### config.mk
export PLATFORM = sky130hd
export DESIGN_NAME = uart_baud_tick_gen
export DESIGN_NICKNAME = d
export VERILOG_FILES = /design/src/rtl/uart_baud_pkg.sv /design/src/rtl/baud_phase_acc.sv /design/src/rtl/uart_baud_tick_gen.sv
export SDC_FILE = /design/constraint.sdc
export NUM_CORES = 1
export LEC_CHECK = 0
export CORE_MARGIN = 2
export CORE_UTILIZATION = 30
export DETAILED_ROUTE_END_ITERATION = 8
export PLACE_DENSITY = 0.58
export SLEW_MARGIN = 15
export SYNTH_ARGS = -nofsm -noshare
export SYNTH_HDL_FRONTEND = slang
export SYNTH_HIERARCHICAL = 1
export SYNTH_SLANG_ARGS = --single-unit
### constraint.sdc
create_clock -name Clk -period 3.24 [get_ports Clk]
set_input_delay 0.486 -clock Clk [delete_from_list [all_inputs] [get_ports Clk]]
set_output_delay 0.486 -clock Clk [all_outputs]
set_load 0.01 [all_outputs]
### src/rtl/uart_baud_pkg.sv
`default_nettype none
// ============================================================================
// Package     : uart_baud_pkg
// Description : Baud-rate constants, table select encodings and the
//               elaboration-time phase-increment calculator for the
//               fractional UART baud-tick generator.
// Revision    : 1.0 - initial release
// ============================================================================
package uart_baud_pkg;

    // Supported standard baud rates
    localparam int unsigned BAUD_300    = 300;
    localparam int unsigned BAUD_1200   = 1200;
    localparam int unsigned BAUD_4800   = 4800;
    localparam int unsigned BAUD_9600   = 9600;
    localparam int unsigned BAUD_19200  = 19200;
    localparam int unsigned BAUD_38400  = 38400;
    localparam int unsigned BAUD_57600  = 57600;
    localparam int unsigned BAUD_115200 = 115200;

    // baud_select encodings
    localparam logic [2:0] SEL_300    = 3'b000;
    localparam logic [2:0] SEL_1200   = 3'b001;
    localparam logic [2:0] SEL_4800   = 3'b010;
    localparam logic [2:0] SEL_9600   = 3'b011;
    localparam logic [2:0] SEL_19200  = 3'b100;
    localparam logic [2:0] SEL_38400  = 3'b101;
    localparam logic [2:0] SEL_57600  = 3'b110;
    localparam logic [2:0] SEL_115200 = 3'b111;

    // Map a table index to its baud rate
    function automatic int unsigned baud_rate(input logic [2:0] sel);
        int unsigned rate;
        case (sel)
            SEL_300:    rate = BAUD_300;
            SEL_1200:   rate = BAUD_1200;
            SEL_4800:   rate = BAUD_4800;
            SEL_9600:   rate = BAUD_9600;
            SEL_19200:  rate = BAUD_19200;
            SEL_38400:  rate = BAUD_38400;
            SEL_57600:  rate = BAUD_57600;
            SEL_115200: rate = BAUD_115200;
            default:    rate = BAUD_115200;
        endcase
        return rate;
    endfunction

    // round(baud * os * 2^accw / clk_hz), evaluated in 64-bit integer math
    function automatic longint unsigned baud_inc(
        input longint unsigned baud,
        input longint unsigned clk_hz,
        input int unsigned     os,
        input int unsigned     accw
    );
        longint unsigned num;
        num = (baud * 64'(os)) << accw;
        return (num + (clk_hz / 2)) / clk_hz;
    endfunction

endpackage : uart_baud_pkg
`default_nettype wire

### src/rtl/baud_phase_acc.sv
`default_nettype none
// ============================================================================
// Module      : baud_phase_acc
// Description : NCO phase accumulator. Adds the phase increment every enabled
//               clock and exposes the overflow carry combinationally so the
//               parent can register all tick outputs in the same cycle.
// Revision    : 1.0 - initial release
// ============================================================================
module baud_phase_acc #(
    parameter int ACC_WIDTH = 24
) (
    input  logic                 Clk,
    input  logic                 reset,
    input  logic                 enable,
    input  logic                 clear,
    input  logic [ACC_WIDTH-1:0] inc,
    output logic                 carry
);

    logic [ACC_WIDTH-1:0] acc;
    logic [ACC_WIDTH:0]   sum;
    logic                 run;

    // Next phase, one bit wider so the wrap shows up as the carry bit
    always_comb begin
        run   = enable & ~clear;
        sum   = {1'b0, acc} + {1'b0, inc};
        carry = run & sum[ACC_WIDTH];
    end

    // Phase register: forced to zero while disabled or on a clear cycle
    always_ff @(posedge Clk or negedge reset) begin
        if (!reset) begin
            acc <= '0;
        end else if (run) begin
            acc <= sum[ACC_WIDTH-1:0];
        end else begin
            acc <= '0;
        end
    end

endmodule : baud_phase_acc
`default_nettype wire

### src/rtl/uart_baud_tick_gen.sv
`default_nettype none
// ============================================================================
// Module      : uart_baud_tick_gen
// Description : Fractional (NCO based) UART baud-tick generator producing an
//               oversampled sample tick, a mid-bit strobe and a 1x TX tick.
//               Rate comes from an 8-entry baud table or a custom increment.
//               Any rate change or a restart pulse realigns the phase to 0.
// Revision    : 1.0 - initial release
// ============================================================================
module uart_baud_tick_gen
    import uart_baud_pkg::*;
#(
    parameter int CLK_FREQ_HZ = 50000000,
    parameter int OVERSAMPLE  = 16,        // power of two, 4..64
    parameter int ACC_WIDTH   = 24
) (
    input  logic                          Clk,
    input  logic                          reset,
    input  logic                          enable,
    input  logic [2:0]                    baud_select,
    input  logic                          use_custom,
    input  logic [ACC_WIDTH-1:0]          custom_inc,
    input  logic                          restart,
    output logic                          sample_tick,
    output logic                          mid_bit_tick,
    output logic                          tx_tick,
    output logic [$clog2(OVERSAMPLE)-1:0] sample_idx
);

    localparam int IDX_W  = $clog2(OVERSAMPLE);
    localparam int SNAP_W = 1 + 3 + ACC_WIDTH;

    localparam logic [IDX_W-1:0] LAST_IDX = IDX_W'(OVERSAMPLE - 1);
    localparam logic [IDX_W-1:0] MID_IDX  = IDX_W'(OVERSAMPLE / 2 - 1);

    logic [ACC_WIDTH-1:0] table_inc [8];
    logic [ACC_WIDTH-1:0] inc;
    logic [SNAP_W-1:0]    snap;
    logic [SNAP_W-1:0]    snap_q;
    logic                 clear;
    logic                 carry;

    // Baud table, every entry a constant resolved at elaboration
    generate
        for (genvar gi = 0; gi < 8; gi++) begin : g_table
            localparam logic [ACC_WIDTH-1:0] ENTRY_INC = ACC_WIDTH'(
                baud_inc(64'(baud_rate(3'(gi))), 64'(CLK_FREQ_HZ),
                         OVERSAMPLE, ACC_WIDTH));
            assign table_inc[gi] = ENTRY_INC;
        end
    endgenerate

    // Increment select and rate-change detection; custom_inc only counts
    // as part of the configuration while it is actually in use
    always_comb begin
        inc   = use_custom ? custom_inc : table_inc[baud_select];
        snap  = {use_custom, baud_select, (use_custom ? custom_inc : {ACC_WIDTH{1'b0}})};
        clear = restart | (snap != snap_q);
    end

    // Configuration snapshot; after any change it differs for exactly one cycle
    always_ff @(posedge Clk or negedge reset) begin
        if (!reset) begin
            snap_q <= '0;
        end else begin
            snap_q <= snap;
        end
    end

    baud_phase_acc #(
        .ACC_WIDTH (ACC_WIDTH)
    ) u_phase_acc (
        .Clk    (Clk),
        .reset  (reset),
        .enable (enable),
        .clear  (clear),
        .inc    (inc),
        .carry  (carry)
    );

    // Sample counter and tick decode; decode uses the pre-increment index
    // so all three ticks land in the same registered cycle
    always_ff @(posedge Clk or negedge reset) begin
        if (!reset) begin
            sample_idx   <= '0;
            sample_tick  <= 1'b0;
            mid_bit_tick <= 1'b0;
            tx_tick      <= 1'b0;
        end else begin
            sample_tick  <= carry;
            mid_bit_tick <= carry && (sample_idx == MID_IDX);
            tx_tick      <= carry && (sample_idx == LAST_IDX);
            if (!enable || clear) begin
                sample_idx <= '0;
            end else if (carry) begin
                // power-of-two OVERSAMPLE: natural wrap LAST_IDX -> 0
                sample_idx <= sample_idx + 1'b1;
            end
        end
    end

endmodule : uart_baud_tick_gen
`default_nettype wire

## Word-level counts from Yosys, hierarchy flattened

Memory sizes are Yosys's and may differ from the RTL's.
Index checks and enable logic that the tools add are counted.

- Reduce and logical (&&, ||, !) cells: 5
- Bitwise gates (word level): 5
- Order comparisons: 1
- Eq/ne operators: 3
- Muxes and demuxes: 7
- Add/subtract/negate cells: 2

Operators by type and width:

| kind | number |
|---|---|
| 2-to-1 mux 24 bit | 5 |
| inequality test 28 bit | 1 |
| adder 24 x 24 -> 25 bit | 1 |
| 2-to-1 mux 4 bit | 2 |
| adder 4 x 1 -> 4 bit (second input constant) | 1 |
| equality test 4 x 3 -> 1 bit (second input constant) | 1 |
| equality test 4 bit (second input constant) | 1 |
| >= comparator 4 bit (second input constant) | 1 |
| NOT 3 -> 4 bit | 1 |
| bitwise AND 1 bit | 2 |
| logical AND 1 bit | 2 |
| nonzero test 2 bit | 1 |
| logical NOT 1 bit | 1 |
| logical OR 1 bit | 1 |
| NOT 1 bit | 1 |
| bitwise OR 1 bit | 1 |

- Memories kept: 1
- Register bits after elaboration: 59
- Output and inout port bits: 7
- Bits in read-only memories: 192

Memories:

| memory | words | bits a word | read ports | clocked after Yosys merged registers in | wr ports | RTL line | RTL |
|---|---|---|---|---|---|---|---|
| (name not given) | 8 | 24 | 1 | 0 | 0 | uart_baud_tick_gen.sv:56 | `inc = use_custom ? custom_inc : table_inc[baud_select];` |

## Depth between registers and ports, before layout

Gate-level depths: netlist (run 1).

- Depth after elaboration: 9
- Mapped depth: 18

## Modules after synthesis

The synthesis (run 1) kept the hierarchy.

By module, submodules not included:

| module | seq. area each (µm²) | instances | area an instance (µm²) | cells each |
|---|---|---|---|---|
| uart_baud_tick_gen | 875.8 | 1 | 2184.6 | 230 |
| baud_phase_acc | 600.6 | 1 | 2034.5 | 238 |

## Least setup slack after synthesis (run 1)

No wires, ideal clock.

- Path type: input port to flip-flop
- Start: in use_custom
- End: reg sample_idx[3]
- Data required time: 3.139 ns
- Stages on the path: 16
- Path slack: -0.594 ns
- Buffers on the path: 5
- Arrival time: 3.733 ns
- Library setup time: 0.101 ns
- Path through: buf_6 > buf_2 > clkbuf_1 > clkbuf_1 > mux2_2 > ha_1 > buf_2 > a21oi_1 > o221ai_1 > a21oi_1 > or4_1 > a21oi_1 > nand4_1 > xnor2_1 > nand2_1 > nor4_1

- Elaborated cells between the ends (all ways): 11
- Classes of those cells: 1 x add/sub; 1 x eq/ne; 3 x mux; 4 x bitwise; 2 x reduce/logical

RTL lines:

| item | RTL line | RTL |
|---|---|---|
| from (decl) | uart_baud_tick_gen.sv:21 | `input logic use_custom,` |
| 2-to-1 mux 24 bit | uart_baud_tick_gen.sv:56 |  |
| via inc[9] | uart_baud_tick_gen.sv:37 | `logic [ACC_WIDTH-1:0] inc;` |
| adder 24 x 24 -> 25 bit | baud_phase_acc.sv:27 | `sum = {1'b0, acc} + {1'b0, inc};` |
| bitwise AND 1 bit | baud_phase_acc.sv:28 | `carry = run & sum[ACC_WIDTH];` |
| via carry | uart_baud_tick_gen.sv:41 | `logic carry;` |
| nonzero test 2 bit (no source line) | n/a |  |
| to (signal assigned) | uart_baud_tick_gen.sv:97 | `sample_idx <= sample_idx + 1'b1;` |
| to (decl) | uart_baud_tick_gen.sv:27 | `output logic [$clog2(OVERSAMPLE)-1:0] sample_idx` |

The timed path passes the listed nets, and every way through them passes these cells.
A chain may end at the register's enable or synchronous reset.

## Worst setup path after layout (run 1)

- Start: in custom_inc[2]
- End: reg sample_idx[3]

- Longest elaborated chain between the ends: 7
- Elaborated cells between the ends (all ways): 11
- Classes of those cells: 1 x add/sub; 1 x eq/ne; 3 x mux; 4 x bitwise; 2 x reduce/logical

RTL lines:

| item | RTL line | RTL |
|---|---|---|
| from (decl) | uart_baud_tick_gen.sv:22 | `input logic [ACC_WIDTH-1:0] custom_inc,` |
| 2-to-1 mux 24 bit | uart_baud_tick_gen.sv:57 | `snap = {use_custom, baud_select, (use_custom ? custom_inc : {ACC_WIDTH{1'b0}})};` |
| via snap[2] | uart_baud_tick_gen.sv:38 | `logic [SNAP_W-1:0] snap;` |
| inequality test 28 bit | uart_baud_tick_gen.sv:58 | `clear = restart \| (snap != snap_q);` |
| bitwise OR 1 bit | uart_baud_tick_gen.sv:58 |  |
| NOT 1 bit | baud_phase_acc.sv:26 | `run = enable & ~clear;` |
| bitwise AND 1 bit | baud_phase_acc.sv:26 |  |
| bitwise AND 1 bit | baud_phase_acc.sv:28 |  |
| via carry | uart_baud_tick_gen.sv:41 |  |
| nonzero test 2 bit (no source line) | n/a |  |

The timed path passes the listed nets, and every way through them passes these cells.

==> key figures, run 1 <==
Route
  • Post-detailed-route count of antenna-violating nets: 0
  • Routed vias/inst: between 5 and 6
  • Final WL: about 12000 um
  • Vias: 4042
  • DRT Pass-1 Iters: 5
  • Residual DRC: 0
  • WL per Instance: ~15 um
  • DR iter-0 viols: roughly 240

Logic synthesis
  • Sequential share of the synthesized area: 0.350
  • Dominant cell by count in the synthesized netlist: dfrtp_1
  • Cells after synthesis: 468
  • Seq cells post-synth: between 50 and 60
  • Yosys top cell area share: 0.350
  • Ys async rst share: 1.00
  • Number of synthesized flops with an enable pin: 0
  • Synth area leader: dfrtp_1
  • YS warnings: 6
  • Syn_area_per_cell: ~9 um^2
  • Ys flop type: dfrtp_1
  • Syn nets: 533
  • Syn Std Cell Area: 4220 um^2
  • Post-synth cell types: 64
  • Largest cells by area after synthesis: dfrtp_1, ha_1, a21oi_1
  • Commonest cells in the netlist: dfrtp_1, nand2_1, nor2_1, a21oi_1, ha_1

Clock network
  • H-tree depth: 3
  • Maximum clock path buffer count: 2
  • Clock Latency Late Sink: between 0.3 and 0.4 ns
  • CTS tree: done
  • Total CTS buffers: 9
  • Root buf cell: clkbuf_16
  • Sink Count: between 50 and 60
  • CTS clk-pin slew, worst paths: about 0.050 ns

GRT
  • Vias in the first global route: between 4000 and 5000
  • First-pass GRT wire length: around 20000 um
  • Gr ovfl total: 0
  • Largest net degree at the start of global routing: 60
  • Initial antenna violation count: 0
  • GRT Overall Usage: 0.174

Timing
  • Slew @ Worst Pin: between 0.7 and 0.8 ns
  • Final Hold Viols: 0
  • F_max: between 0.3 and 0.4 GHz
  • Final setup fails: 0
  • Min Tclk post-route: approximately 3.1 ns
  • Setup TNS: 0 ns
  • Final period util: 0.969
  • Relative slew margins: 0.474
  • Clock skew: 0.00743 ns
  • Final Max Slew Viols: 0

Setup path
  • Worst Path Arrival: roughly 3.4 ns
  • Critical path endpoint category: flop
  • CP required: around 3.5 ns
  • Worst setup SP type: input port
  • Critical path type: input port to flop
  • R2R Setup Slk: approximately 0.41 ns
  • CP Max Fanout: 3

Placement
  • Port bufs: 38
  • GP Congestion: between 0.8 and 0.9
  • Hpwl dp: about 9600 um

Floorplan
  • Core ar.: between 10000 and 15000 um^2
  • Die height: between 100 and 150 um
  • Ports: 39
  • Die ar.: 15000 um^2
  • FP Rows: 43
  • Die X: 123 um
  • Starting Density: 0.305

Cells and area
  • Layout cells sized above 1: 0.313
  • Layout Nets: 684
  • N_diodes: 0
  • P&R area growth vs syn: 45.3%

Min path
  • Worst Hold Class: input port to async pin

Run status
  • Status: complete, no violations

Pwr
  • Total Power: ~2.3 mW
  • Leakage: 2.87 nW
  • Peak VDD IR: 0.290 mV
  • Power density cells: 370 nW/um^2

Job
  • Max-Cap Viols: 0
## worst max-delay path: stages
cell and delay [ns]:
clkdlybuf4s50_1 0.45, and2_4 0.18, or2_2 0.32, ha_4 0.27, a21o_1 0.12, a221o_2 0.19, a21oi_4 0.07, or4_4 0.50
a21oi_4 0.17, nand4_1 0.17, xnor2_2 0.19, nand2_1 0.10, nor4_2 0.14
## flip-flops by register name, summed over array words and instances, names as in the netlist
signal           count
mid_bit_tick         1
snap_q              28
tx_tick              1
u_phase_acc/acc     24
sample_tick          1
sample_idx           4
## power by group
part           leakage (nW)  switching (mW)  internal (mW)
Sequential            0.789          0.0141          0.755
Combinational          1.91           0.198          0.196
Clock                 0.165           0.359          0.749
## through the flow
stage,setup slack (ns),hold slack (ns),std cells,cell area [um^2],util
2_1_floorplan,-0.108,0.190,468,4310,-
3_3_place_gp,-0.627,0.496,780,5620,0.407
3_5_place_dp,-0.772,0.502,780,5620,0.407
4_1_cts,0.00172,0.341,802,6040,0.437
5_1_grt,-0.0673,0.378,804,6130,0.443
6_report,0.101,0.295,804,6130,0.443
## path summary, 6_finish.rpt
kind                                           start  cells past startpoint                   endpoint
max                                    custom_inc[2]                     13  sample_idx[3]$_DFFE_PN0P_
min                                            reset                      2        snap_q[1]$_DFF_PN0_
max reg2reg                      snap_q[1]$_DFF_PN0_                     12  sample_idx[3]$_DFFE_PN0P_
min reg2reg                sample_idx[3]$_DFFE_PN0P_                      1     mid_bit_tick$_DFF_PN0_
max in group asynchronous                      reset                      2       snap_q[11]$_DFF_PN0_
min in group Clk                      baud_select[0]                      2       snap_q[24]$_DFF_PN0_
## final cells by class
type	instances	area, um^2
clock buffers	9	225
clock inverters	7	116
well taps	180	225
inverters	25	93.8
fillers	1295	7690
multi-input cells	367	2720
repair buffers	157	1270
flip-flops and latches	59	1480
## cells by family (layout without fill, tap and decap cells)
kind of cell / after synthesis / in the layout / synth area share
compound gates: 129 / 129 / 0.217
simple gates: 171 / 171 / 0.216
xor+xnor: 25 / 25 / 0.0519
buf+inv: 42 / 198 / 0.0433
mux: 9 / 9 / 0.0219
flops: 59 / 59 / 0.350
fa+ha+maj: 33 / 33 / 0.0996
## layer usage
metal  vias up  global-route usage  share of wire
li1       1990                   -              -
met2        75               0.295           0.48
met1      1965               0.220           0.47
met3        12              0.0362          0.042
met5         -                   0              0
met4         0              0.0603          0.013
## repair_timing
item / in CTS / in global routing
setup endpoints to repair: 12 / 4
hold buffers: 0 / 0
pin swaps: 9 / 7
resized for setup: 23 / 17
buffers inserted: 5 / 2
gates cloned: 1 / 0
## layout by cell type, fill, tap and decap left out, types with 4 or more instances in the layout
master / Yosys / layout
o211ai_1: 5 / 5
buf_2: 5 / 4
o21ai_1: 7 / 8
clkbuf_16: 0 / 9
inv_1: 25 / 22
a21o_1: 11 / 11
nor4_1: 8 / 5
a21oi_1: 33 / 28
ha_1: 32 / 27
o22ai_1: 8 / 7
nand4b_1: 5 / 5
nand4_1: 7 / 7
nor2_1: 35 / 34
a211oi_1: 5 / 5
o21a_1: 4 / 4
nor3_1: 12 / 12
o21bai_1: 13 / 12
dfrtp_1: 59 / 59
o21ai_0: 13 / 11
a21oi_2: 1 / 4
buf_4: 0 / 117
nor2b_1: 6 / 5
clkdlybuf4s50_1: 0 / 31
xnor2_1: 14 / 13
nand2b_1: 13 / 13
xor2_1: 11 / 11
nand3_1: 8 / 8
mux2i_1: 7 / 7
nor2_2: 3 / 4
nand2_1: 37 / 37
and2_4: 0 / 5
and2_1: 25 / 20
(Power assumes the default switching activity.)
==> run 2, diff against run 1 <==
--- a/config.mk
+++ b/config.mk
@@ -6,11 +6,10 @@
 export NUM_CORES = 1
 export LEC_CHECK = 0
 export CORE_MARGIN = 2
-export CORE_UTILIZATION = 30
+export CORE_UTILIZATION = 40
 export DETAILED_ROUTE_END_ITERATION = 8
-export PLACE_DENSITY = 0.58
+export PLACE_DENSITY = 0.7
 export SLEW_MARGIN = 15
 export SYNTH_ARGS = -nofsm -noshare
 export SYNTH_HDL_FRONTEND = slang
-export SYNTH_HIERARCHICAL = 1
 export SYNTH_SLANG_ARGS = --single-unit
==> key figures, run 2 <==
Logic synthesis
  • Dominant cell by count in the synthesized netlist: dfrtp_1
  • YS warnings: 0 (-6)
  • Commonest cells in the netlist: dfrtp_1, nor2_1, a21oi_1, nand2_1, ha_1
  • Syn Std Cell Area: 4150 um^2 (-1.7%)
  • Syn_area_per_cell: 8.64 um^2 (-4.2%)
  • Syn nets: 549 (+3.0%)
  • Yosys top cell area share: 0.356 (+0.00612)
  • Seq cells post-synth: 59 (unchanged)
  • Sequential share of the synthesized area: 0.356 (+0.00612)
  • Post-synth cell types: 53 (-17%)
  • Ys flop type: dfrtp_1
  • Number of synthesized flops with an enable pin: 0 (unchanged)
  • Ys async rst share: 1.00 (unchanged)
  • Synth area leader: dfrtp_1
  • Cells after synthesis: 480 (+2.6%)
  • Largest cells by area after synthesis: dfrtp_1, ha_1, a21oi_1

Timing
  • Relative slew margins: 0.592 (+0.118)
  • Final Max Slew Viols: 0 (unchanged)
  • Slew @ Worst Pin: 0.612 ns (-0.176 ns)
  • Final Hold Viols: 0 (unchanged)
  • RSZ-0062 raised after global routing: no
  • Final period util: 0.964 (-0.00435)
  • Final setup fails: 0 (unchanged)
  • Final hold slack: 0.139 ns (-0.156 ns)
  • Clock skew: 0.0113 ns (+0.00388 ns)
  • PnR worst setup slack: 0.115 ns (+0.0141 ns)
  • F_max: 0.320 GHz (+0.45%)
  • Min Tclk post-route: 3.12 ns (-0.0141 ns)

GRT
  • Vias in the first global route: 4195 (+2.6%)
  • Initial antenna violation count: 0 (unchanged)
  • First-pass GRT wire length: 19800 um (-0.83%)
  • GRT Overall Usage: 0.225 (+0.0508)
  • Gr ovfl total: 0 (unchanged)
  • Largest net degree at the start of global routing: 35 (-42%)

Pwr
  • Power density cells: 334 nW/um^2 (-9.8%)
  • Gate power share: 0.201 (+0.027)
  • Pint: 1.39 mW (-19%)
  • Flop pwr share: 0.396 (+0.057)
  • Leakage: 2.70 nW (-5.9%)
  • Clock share of power: 0.403 (-0.085)
  • Psw: 0.550 mW (-3.8%)
  • Peak VDD IR: 0.199 mV (-31%)
  • Switching portion of total power: 0.284 (+0.0325)

Clock network
  • Root buf cell: clkbuf_8
  • H-tree depth: 3 (unchanged)
  • CTS clk-pin slew, worst paths: 0.08 ns (+0.03 ns)
  • Maximum clock path buffer count: 2 (unchanged)
  • Hold_buf cts: 0 (unchanged)
  • Total CTS buffers: 9 (unchanged)
  • Clock Latency Late Sink: 0.35 ns (about the same)
  • CTS tree: done
  • Sink Count: 59 (unchanged)

Placement
  • Hpwl dp: 9240 um (-3.9%)
  • GP Congestion: 0.903 (+4.7%)
  • Cells after DPL: 746 (-4.4%)
  • Port bufs: 38 (unchanged)
  • Pre-CTS WS: -0.542 ns (+0.230 ns)
  • Post-DP Area: 5480 um^2 (-2.6%)

Route
  • WL per Instance: 16.0 um (+4.4%)
  • Vias: 4081 (+0.96%)
  • Routed vias/inst: 5.34 (+6.3%)
  • DRT Pass-1 Iters: 4 (-1)
  • Final WL: 12300 um (-0.79%)
  • Post-detailed-route count of antenna-violating nets: 0 (unchanged)
  • Residual DRC: 0 (unchanged)
  • DR iter-0 viols: 259 (+8.4%)

Floorplan
  • Die X: 106 um (-14%)
  • Die ar.: 11200 um^2 (-25%)
  • Core ar.: 10200 um^2 (-26%)
  • Die height: 106 um (-14%)
  • FP Rows: 37 (-14%)
  • Ports: 39 (unchanged)
  • Starting Density: 0.407 (+0.102)

Setup path
  • Worst Reg-to-Reg Cells: 9 (-3)
  • Crit-path leading delay family: compound AO/OA/AOI/OAI gates
  • Slowest-stage cell, CP: or4_1
  • RR Endpoint: sample_idx[3]$_DFFE_PN0P_
  • R2r startpoint: u_phase_acc.acc[0]$_DFF_PN0_
  • Critical path endpoint category: flop
  • Slowest cell delay on critical path: 0.49 ns (about the same)
  • Worst-path cell chain: dlygate4sd2_1, buf_4, ha_1, o21bai_1, a21oi_1, or2_2, ha_1, buf_4, nand2b_4, a21oi_4, o21ai_4, o311a_1, or4_1, a21oi_2
  • Worst setup SP type: input port
  • CP required: 3.52 ns (+0.03 ns)
  • Critical path type: input port to flop
  • Critical path buffers and inverters: 3 (+2)
  • Worst Path Arrival: 3.40 ns (+0.02 ns)
  • R2R Setup Slk: 0.86 ns (+0.45 ns)
  • CP Max Fanout: 4 (+1)

Run status
  • Status: complete, no violations

Cells and area
  • Filler Cell Count: 905 (-30%)
  • Fin cells: 764 (-5.0%)
  • Fin area: 5790 um^2 (-5.5%)
  • Largest register by flop count: snap_q
  • N_diodes: 0 (unchanged)
  • P&R area growth vs syn: 39.7%
  • Top Registers: snap_q: 28 flops, u_phase_acc.acc: 24 flops, sample_idx: 4 flops
  • Post-Route Utilization: 0.569 (+0.125)
  • Layout Nets: 692 (+1.2%)
  • Flip-flop count of the largest register after layout: 28 (unchanged)
  • Multi-input gate area: 2610 um^2 (-4.3%)
  • Most frequent cells in the layout: buf_4, dfrtp_1, nor2_1
  • Commonest non-fill, non-tap cell in the layout: buf_4
  • Register area: 1480 um^2 (unchanged)
  • Layout cells sized above 1: 0.245 (-0.0673)

Job
  • Max-Cap Viols: 0 (unchanged)

Min path
  • Worst Hold Class: input port to async pin
==> run 2: cell families after synthesis <==
group	Yosys count	synth area share
and+or+nand+nor	173	0.209
AOI/OAI and AO/OA	134	0.208
DFF	59	0.356
buffers and inverters	43	0.0398
adders and majority gates	37	0.113
xor gates and xnor gates	30	0.0634
muxes	4	0.0103
==> run 2: cell type report <==
class | instances | area share
clock inverters | 7 | 0.0171
repair buffers | 149 | 0.211
multi-input cells | 378 | 0.450
well taps | 136 | 0.0294
clock buffers | 9 | 0.0214
inverters | 26 | 0.0169
flip-flops and latches | 59 | 0.255
==> run 2: worst max-delay path by stage <==
stage | start | endpoint | slack (ns) | depth (start not counted)
after floorplan | use_custom | sample_idx[3]$_DFFE_PN0P_ | 0.04 | 14
after global placement | baud_select[1] | u_phase_acc.acc[21]$_DFF_PN0_ | -0.49 | 14
after detailed placement | baud_select[1] | u_phase_acc.acc[21]$_DFF_PN0_ | -0.54 | 14
after CTS | baud_select[1] | sample_idx[3]$_DFFE_PN0P_ | 0.11 | 15
after global routing | baud_select[1] | sample_idx[3]$_DFFE_PN0P_ | 0.009 | 14
final | baud_select[1] | sample_idx[3]$_DFFE_PN0P_ | 0.12 | 14
==> run 2: timing repair <==
| item | 4_1_cts | 5_1_grt |
|---|---|---|
| pin swaps | 1 | 7 |
| setup endpoints to repair | 14 | 9 |
| hold endpoints to repair | 0 | 0 |
| resized for setup | 9 | 14 |
| setup buffers | 0 | 2 |
==> run 2: power groups by stage <==
stage	logic [mW]	clock network, mW	registers (mW)
3_5_place_dp	0.373	0	0.781
4_1_cts	0.381	0.791	0.766
2_1_floorplan	0.180	0	0.778
3_3_place_gp	0.365	0	0.779
6_report	0.389	0.780	0.766
5_1_grt	0.424	0.825	0.768
==> run 2: per-layer routing <==
metal / global-route usage / vias to the layer above / wire [um]
li1: - / 2014 / -
met1: 0.282 / 1934 / 5520
met2: 0.374 / 103 / 5700
met3: 0.0396 / 30 / 594
met4: 0.111 / 0 / 438
met5: 0 / - / 0
==> run 2: per-stage QoR <==
stage / TNS [ns] / total power [mW]
finish: 0 / 1.94
global route: 0 / 2.02
CTS: 0 / 1.94
detailed placement: -7.38 / 1.15
global placement: -6.30 / 1.14
floorplan: 0 / 0.958
==> run 3, diff against run 2 <==
--- a/config.mk
+++ b/config.mk
@@ -13,3 +13,4 @@
 export SYNTH_ARGS = -nofsm -noshare
 export SYNTH_HDL_FRONTEND = slang
 export SYNTH_SLANG_ARGS = --single-unit
+export TNS_END_PERCENT = 50
==> results of run 3 <==
Same layout as run 2: the final DEF is identical, and so are final timing and power.
